==> src/rtl/pool_ctrl.sv <==
// 2x2 max-pool sequencer: walks an IMG_W x IMG_H map, drives line/output buffer addresses and strobes.
// Optional abort input enabled by defining POOL_CTRL_ABORT_EN.
module pool_ctrl #(
    parameter int unsigned ADDR_W = 4,
    parameter int unsigned IMG_W  = 8,
    parameter int unsigned IMG_H  = 8
) (
    input  logic              clk,
    input  logic              nrst,
    input  logic              start,
    input  logic              stall,
    input  logic              in_valid,
`ifdef POOL_CTRL_ABORT_EN
    input  logic              abort,
`endif
    output logic              in_ready,
    output logic [ADDR_W-1:0] adrs,
    output logic [ADDR_W-1:0] adrs_out,
    output logic              mux_en,
    output logic              wr_ctrl1,
    output logic              wr_ctrl2,
    output logic              pool_done,
    output logic              busy
);

    localparam int unsigned CW = (IMG_W > 2) ? $clog2(IMG_W) : 1;
    localparam int unsigned RW = (IMG_H > 2) ? $clog2(IMG_H) : 1;

    localparam logic [1:0] S_IDLE  = 2'd0;
    localparam logic [1:0] S_ROW_A = 2'd1;
    localparam logic [1:0] S_ROW_B = 2'd2;
    localparam logic [1:0] S_DONE  = 2'd3;

    logic [1:0]        state, state_nx;
    logic [CW-1:0]     col, col_nx;
    logic [RW-1:0]     row, row_nx;
    logic [ADDR_W-1:0] adrs_nx, adrs_out_nx;
    logic              mux_en_nx, wr1_nx, wr2_nx, done_nx, busy_nx;
    logic              inc_pend, inc_pend_nx;
    logic              abort_hit;
    logic              in_row;
    logic              beat;

`ifdef POOL_CTRL_ABORT_EN
    assign abort_hit = abort && (state != S_IDLE);
`else
    assign abort_hit = 1'b0;
`endif

    assign in_row   = (state == S_ROW_A) || (state == S_ROW_B);
    assign in_ready = in_row && !stall && !abort_hit;
    assign beat     = in_valid && in_ready;

    // State register
    always_ff @(posedge clk or negedge nrst) begin
        if (!nrst) begin
            state <= S_IDLE;
        end else begin
            state <= state_nx;
        end
    end

    // Next-state, counter and output-register next values
    always_comb begin
        state_nx    = state;
        col_nx      = col;
        row_nx      = row;
        adrs_nx     = adrs;
        adrs_out_nx = adrs_out;
        mux_en_nx   = mux_en;
        wr1_nx      = 1'b0;
        wr2_nx      = 1'b0;
        done_nx     = 1'b0;
        inc_pend_nx = inc_pend;

        // adrs_out advances after each output write; the bump waits out a stall
        if (wr_ctrl2 || inc_pend) begin
            if (stall) begin
                inc_pend_nx = 1'b1;
            end else begin
                adrs_out_nx = adrs_out + ADDR_W'(1);
                inc_pend_nx = 1'b0;
            end
        end

        case (state)
            S_IDLE: begin
                if (start) begin
                    state_nx    = S_ROW_A;
                    col_nx      = '0;
                    row_nx      = '0;
                    adrs_out_nx = '0;
                    inc_pend_nx = 1'b0;
                end
            end
            S_ROW_A, S_ROW_B: begin
                if (beat) begin
                    adrs_nx   = ADDR_W'(col >> 1);
                    mux_en_nx = (state == S_ROW_B);
                    wr1_nx    = (state == S_ROW_A) && col[0];
                    wr2_nx    = (state == S_ROW_B) && col[0];
                    if (col == CW'(IMG_W - 1)) begin
                        col_nx = '0;
                        row_nx = row + RW'(1);
                        if (state == S_ROW_A) begin
                            state_nx = S_ROW_B;
                        end else if (row == RW'(IMG_H - 1)) begin
                            state_nx = S_DONE;
                            done_nx  = 1'b1;
                            row_nx   = '0;
                        end else begin
                            state_nx = S_ROW_A;
                        end
                    end else begin
                        col_nx = col + CW'(1);
                    end
                end
            end
            S_DONE: begin
                state_nx = S_IDLE;
            end
            default: begin
                state_nx = S_IDLE;
            end
        endcase

        if (abort_hit) begin
            state_nx    = S_IDLE;
            col_nx      = '0;
            row_nx      = '0;
            adrs_out_nx = '0;
            inc_pend_nx = 1'b0;
            wr1_nx      = 1'b0;
            wr2_nx      = 1'b0;
            done_nx     = 1'b0;
        end

        busy_nx = (state_nx != S_IDLE);
    end

    // Counters and registered outputs
    always_ff @(posedge clk or negedge nrst) begin
        if (!nrst) begin
            col       <= '0;
            row       <= '0;
            inc_pend  <= 1'b0;
            adrs      <= '0;
            adrs_out  <= '0;
            mux_en    <= 1'b0;
            wr_ctrl1  <= 1'b0;
            wr_ctrl2  <= 1'b0;
            pool_done <= 1'b0;
            busy      <= 1'b0;
        end else begin
            col       <= col_nx;
            row       <= row_nx;
            inc_pend  <= inc_pend_nx;
            adrs      <= adrs_nx;
            adrs_out  <= adrs_out_nx;
            mux_en    <= mux_en_nx;
            wr_ctrl1  <= wr1_nx;
            wr_ctrl2  <= wr2_nx;
            pool_done <= done_nx;
            busy      <= busy_nx;
        end
    end

endmodule

==> config.mk <==
export PLATFORM = sky130hd
export DESIGN_NAME = pool_ctrl
export DESIGN_NICKNAME = d
export VERILOG_FILES = /design/src/rtl/pool_ctrl.sv
export SDC_FILE = /design/constraint.sdc
export NUM_CORES = 1
export LEC_CHECK = 0
export ABC_CLOCK_PERIOD_IN_PS = 3500
export BUFFER_PORTS_ARGS = -buffer_cell sky130_fd_sc_hd__buf_2
export CELL_PAD_IN_SITES_DETAIL_PLACEMENT = 1
export CELL_PAD_IN_SITES_GLOBAL_PLACEMENT = 1
export CORE_AREA = 2 2 52 54
export CTS_CLUSTER_SIZE = 8
export DETAILED_ROUTE_END_ITERATION = 7
export DIE_AREA = 0 0 54 56
export PLACE_DENSITY_LB_ADDON = 0.25
export SLEW_MARGIN = 20
export SYNTH_ARGS = -nofsm -noshare
export SYNTH_HDL_FRONTEND = slang
export SYNTH_SLANG_ARGS = --single-unit
export TNS_END_PERCENT = 30
==> constraint.sdc <==
create_clock -name clk -period 3.5 [get_ports clk]
set_clock_uncertainty 0.1 [all_clocks]
set_input_delay 0.525 -clock clk [delete_from_list [all_inputs] [get_ports clk]]
set_output_delay 0.525 -clock clk [all_outputs]
set_load 0.01 [all_outputs]
==> flow_summary.yaml <==
critical_path:
  reg2reg_depth: 6
  crit-reg2reg-launch: "state[0]"
  timing.critical_path.to_type: "output port"
  crit_path_cell_trace: "inv_1 > ha_1 > inv_1 > nor2_1 > buf_2"
  critPathLaunchType: "register"
  worst_ep_required_time_ps: 2870
  r2r_end: "busy"
  timing.critical_path.mode_cell: "inv_1"
  critPathKind: "register to output port"
  timing.critical_path.slowest_cell_delay_ps: 500
  worst-r2r-setup-slack_ps: 1400
  cp_slowest_cell: "ha_1"
  worstPathMaxFanout: 11
  worst_ep_arrival_time_ps: 1740
grt:
  antenna_found_initial: 0
  grt_first_pass_wirelength_um: 3370
  maximum_number_of_pins_on_one_net_before_global_route_repair: 21
  overflow: 0
  grt_pass1_vias: 708
  grt_usage: 0.159
sta:
  timing.setup.tns_ps: 0
  final_worst_path_period_need_ps: 2360
  timing_max_transition_violations_final: 0
  post-route-period-util: 0.676
  max_clock_freq_mhz: 423
  setup_viol: 0
  grt_setup_unrepaired: "false"
  layout_setup_ws_ps: 1140
  hold_violations: 0
route:
  drt_wl_total_um: 2110
  drc_errors: 0
  drt_first_iter_violations: 7
  route.antenna.remaining_nets: 0
  vias: 733
  vias_per_cell: 5.06
  drt-wirelength-per-cell_um: 14.5
  firstDrtPassIters: 3
run_status:
  outcome: "finished, final reports clean"
clocking:
  inserted_clock_buffers: 3
  cts_tree: "built"
  cts_htree_levels: 1
  cts_resized: 0
  cts.repair_timing.setup_buffer_count: 0
  clock_sinks: 20
  clkSlewWorstSetupHoldPaths_ps: 120
  cts_root_buf: "clkbuf_4"
  ctsLongestPathBuffers: 2
  insertion_delay_ps: 310
  cts_hold_buffers: 0
pwr:
  cellLeakagePower_uw: 0.000620
  power.share.sequential: 0.433
  combinational_group_share_of_total_power: 0.411
  power.net_switching_uw: 275
  p_sw_frac: 0.379
  irDropWorstVdd_v: 0.000325
  cellPowerDensity_nw_per_um2: 630
  intPower_uw: 451
  share_of_total_power_in_the_clock_network: 0.156
logic_synthesis:
  synthTopCellsByArea: "dfrtp_1 48%, ha_1 11%, nand2_1 4.0%"
  synth_cells: 99
  ys.warnings.count: 0
  netlist-cell-type-count: 30
  ys_seq_elements: 20
  yosys.area.top_type_share: 0.484
  sequential_cell_area_fraction_in_the_yosys_report: 0.484
  synth_largest_area_cell: "dfrtp_1"
  post_synth.cell_area_avg_um2: 10.4
  mapped_cell_area_um2: 1030
place:
  gp_routability_congestion: 0.822
  hpwlAfterDp_um: 1660
  io_buffers: 16
  placement.setup.worst_slack_ps: 1390
floorplanning:
  io_pins: 19
  floorplan.initialDensity: 0.425
  fp.coreArea_um2: 2430
  die_area_um2: 3020
  die-width_um: 54
  rows: 18
  die_h_um: 56
layout:
  layout.area.seq_um2: 500
  area_of_the_multi_input_gates_um2: 478
  nets: 131
  layout.cells.most_common_list: "20 x dfrtp_1, 16 x buf_2, 11 x nand2_1, 9 x inv_1, 9 x ha_1"
  final_common_cell: "dfrtp_1"
  area.growth.synth_to_final_pct: 11.5
  post_route_cells_drive_above_1_share: 0.243
  num_antenna_cells: 0
  layout.filler_cells: 279
min_path:
  worst_min_delay_path_category: "input port to async pin"
job:
  maxCapViolations: 0
[cells in the mapped netlist, drive strengths merged]
| cell | n |
|---|---|
| inv | 9 |
| mux2i | 4 |
| nor3 | 1 |
| nand2 | 11 |
| o22ai | 1 |
| nor3b | 1 |
| ha | 9 |
| xnor2 | 1 |
| nand4 | 1 |
| mux2 | 3 |
| nand3b | 1 |
| conb | 1 |
| and2 | 1 |
| o21ai | 4 |
| dfrtp | 20 |
| o21ba | 1 |
| nand3 | 2 |
| and3 | 3 |
| a21oi | 4 |
| nor2 | 8 |
| nor2b | 2 |
| nor4 | 1 |
| or2 | 2 |
| xor2 | 2 |
| or4 | 1 |
| buf | 4 |
| nand2b | 1 |
[power by group through the flow]
| stage | Clock [uW] | Sequential (uW) | Combinational [uW] |
|---|---|---|---|
| after floorplan | 0 | 321 | 219 |
| after global placement | 0 | 318 | 286 |
| after detailed placement | 0 | 320 | 307 |
| after CTS | 118 | 316 | 307 |
| after global routing | 127 | 323 | 338 |
| final | 113 | 314 | 299 |
[per-layer routing]
layer	track usage	vias up	wire length [um]
li1	-	357	-
met1	0.203	354	955
met2	0.244	17	997
met3	0.0242	5	91
met4	0.0964	0	61
met5	0	-	0
[kinds of logic (layout without fill, tap and decap cells)]
| family | Yosys count | in the layout | share of synthesized area |
|---|---|---|---|
| flops | 20 | 20 | 0.484 |
| simple gates | 36 | 36 | 0.184 |
| compound gates | 10 | 10 | 0.0654 |
| buf+inv | 13 | 28 | 0.0569 |
| other cells | 1 | 2 | 0.00363 |
| mux | 7 | 7 | 0.0714 |
| fa+ha+maj | 9 | 9 | 0.109 |
| xor+xnor | 3 | 3 | 0.0254 |
[layout make-up]
| cell class | instances | share of cell area |
|---|---|---|
| Inverter | 9 | 0.0293 |
| Multi-Input combinational cell | 67 | 0.415 |
| Tap cell | 30 | 0.0326 |
| Clock buffer | 3 | 0.0195 |
| Timing Repair Buffer | 16 | 0.0695 |
| Sequential cell | 20 | 0.434 |
[stage by stage]
stage / hold WS, ps / cells / cell area, um^2 / total power (uW) / util
3_5_place_dp: 370 / 142 / 1130 / 628 / 0.465
2_1_floorplan: 129 / 100 / 1040 / 540 / -
6_report: 37.8 / 145 / 1150 / 726 / 0.474
4_1_cts: 49.0 / 145 / 1150 / 740 / 0.474
5_1_grt: 72.2 / 145 / 1150 / 788 / 0.474
3_3_place_gp: 354 / 142 / 1130 / 603 / 0.465
[state kept, by name, indices dropped and copies added (netlist names)]
name       cells
adrs           2
adrs_out       4
busy           1
col            3
inc_pend       1
mux_en         1
pool_done      1
row            3
state          2
wr_ctrl1       1
wr_ctrl2       1
[worst max-delay path by stage]
stage,endpoint,slack [ps],cells past startpoint,startpoint
3_5_place_dp,busy,1390,6,state[0]
3_3_place_gp,busy,1500,6,state[0]
6_report,in_ready,1140,5,state[0]
4_1_cts,in_ready,1090,5,state[0]
2_1_floorplan,row[0],1780,6,state[0]
5_1_grt,in_ready,990,5,state[0]
[critical path, delay by kind of cell, from the launching register on]
| kind | cells | cell delay [ps] |
|---|---|---|
| adders and majority gates | 1 | 500 |
| DFF | 1 | 400 |
| and+or+nand+nor | 1 | 120 |
| buffers and inverters | 3 | 400 |
(Power assumes the default switching activity.)
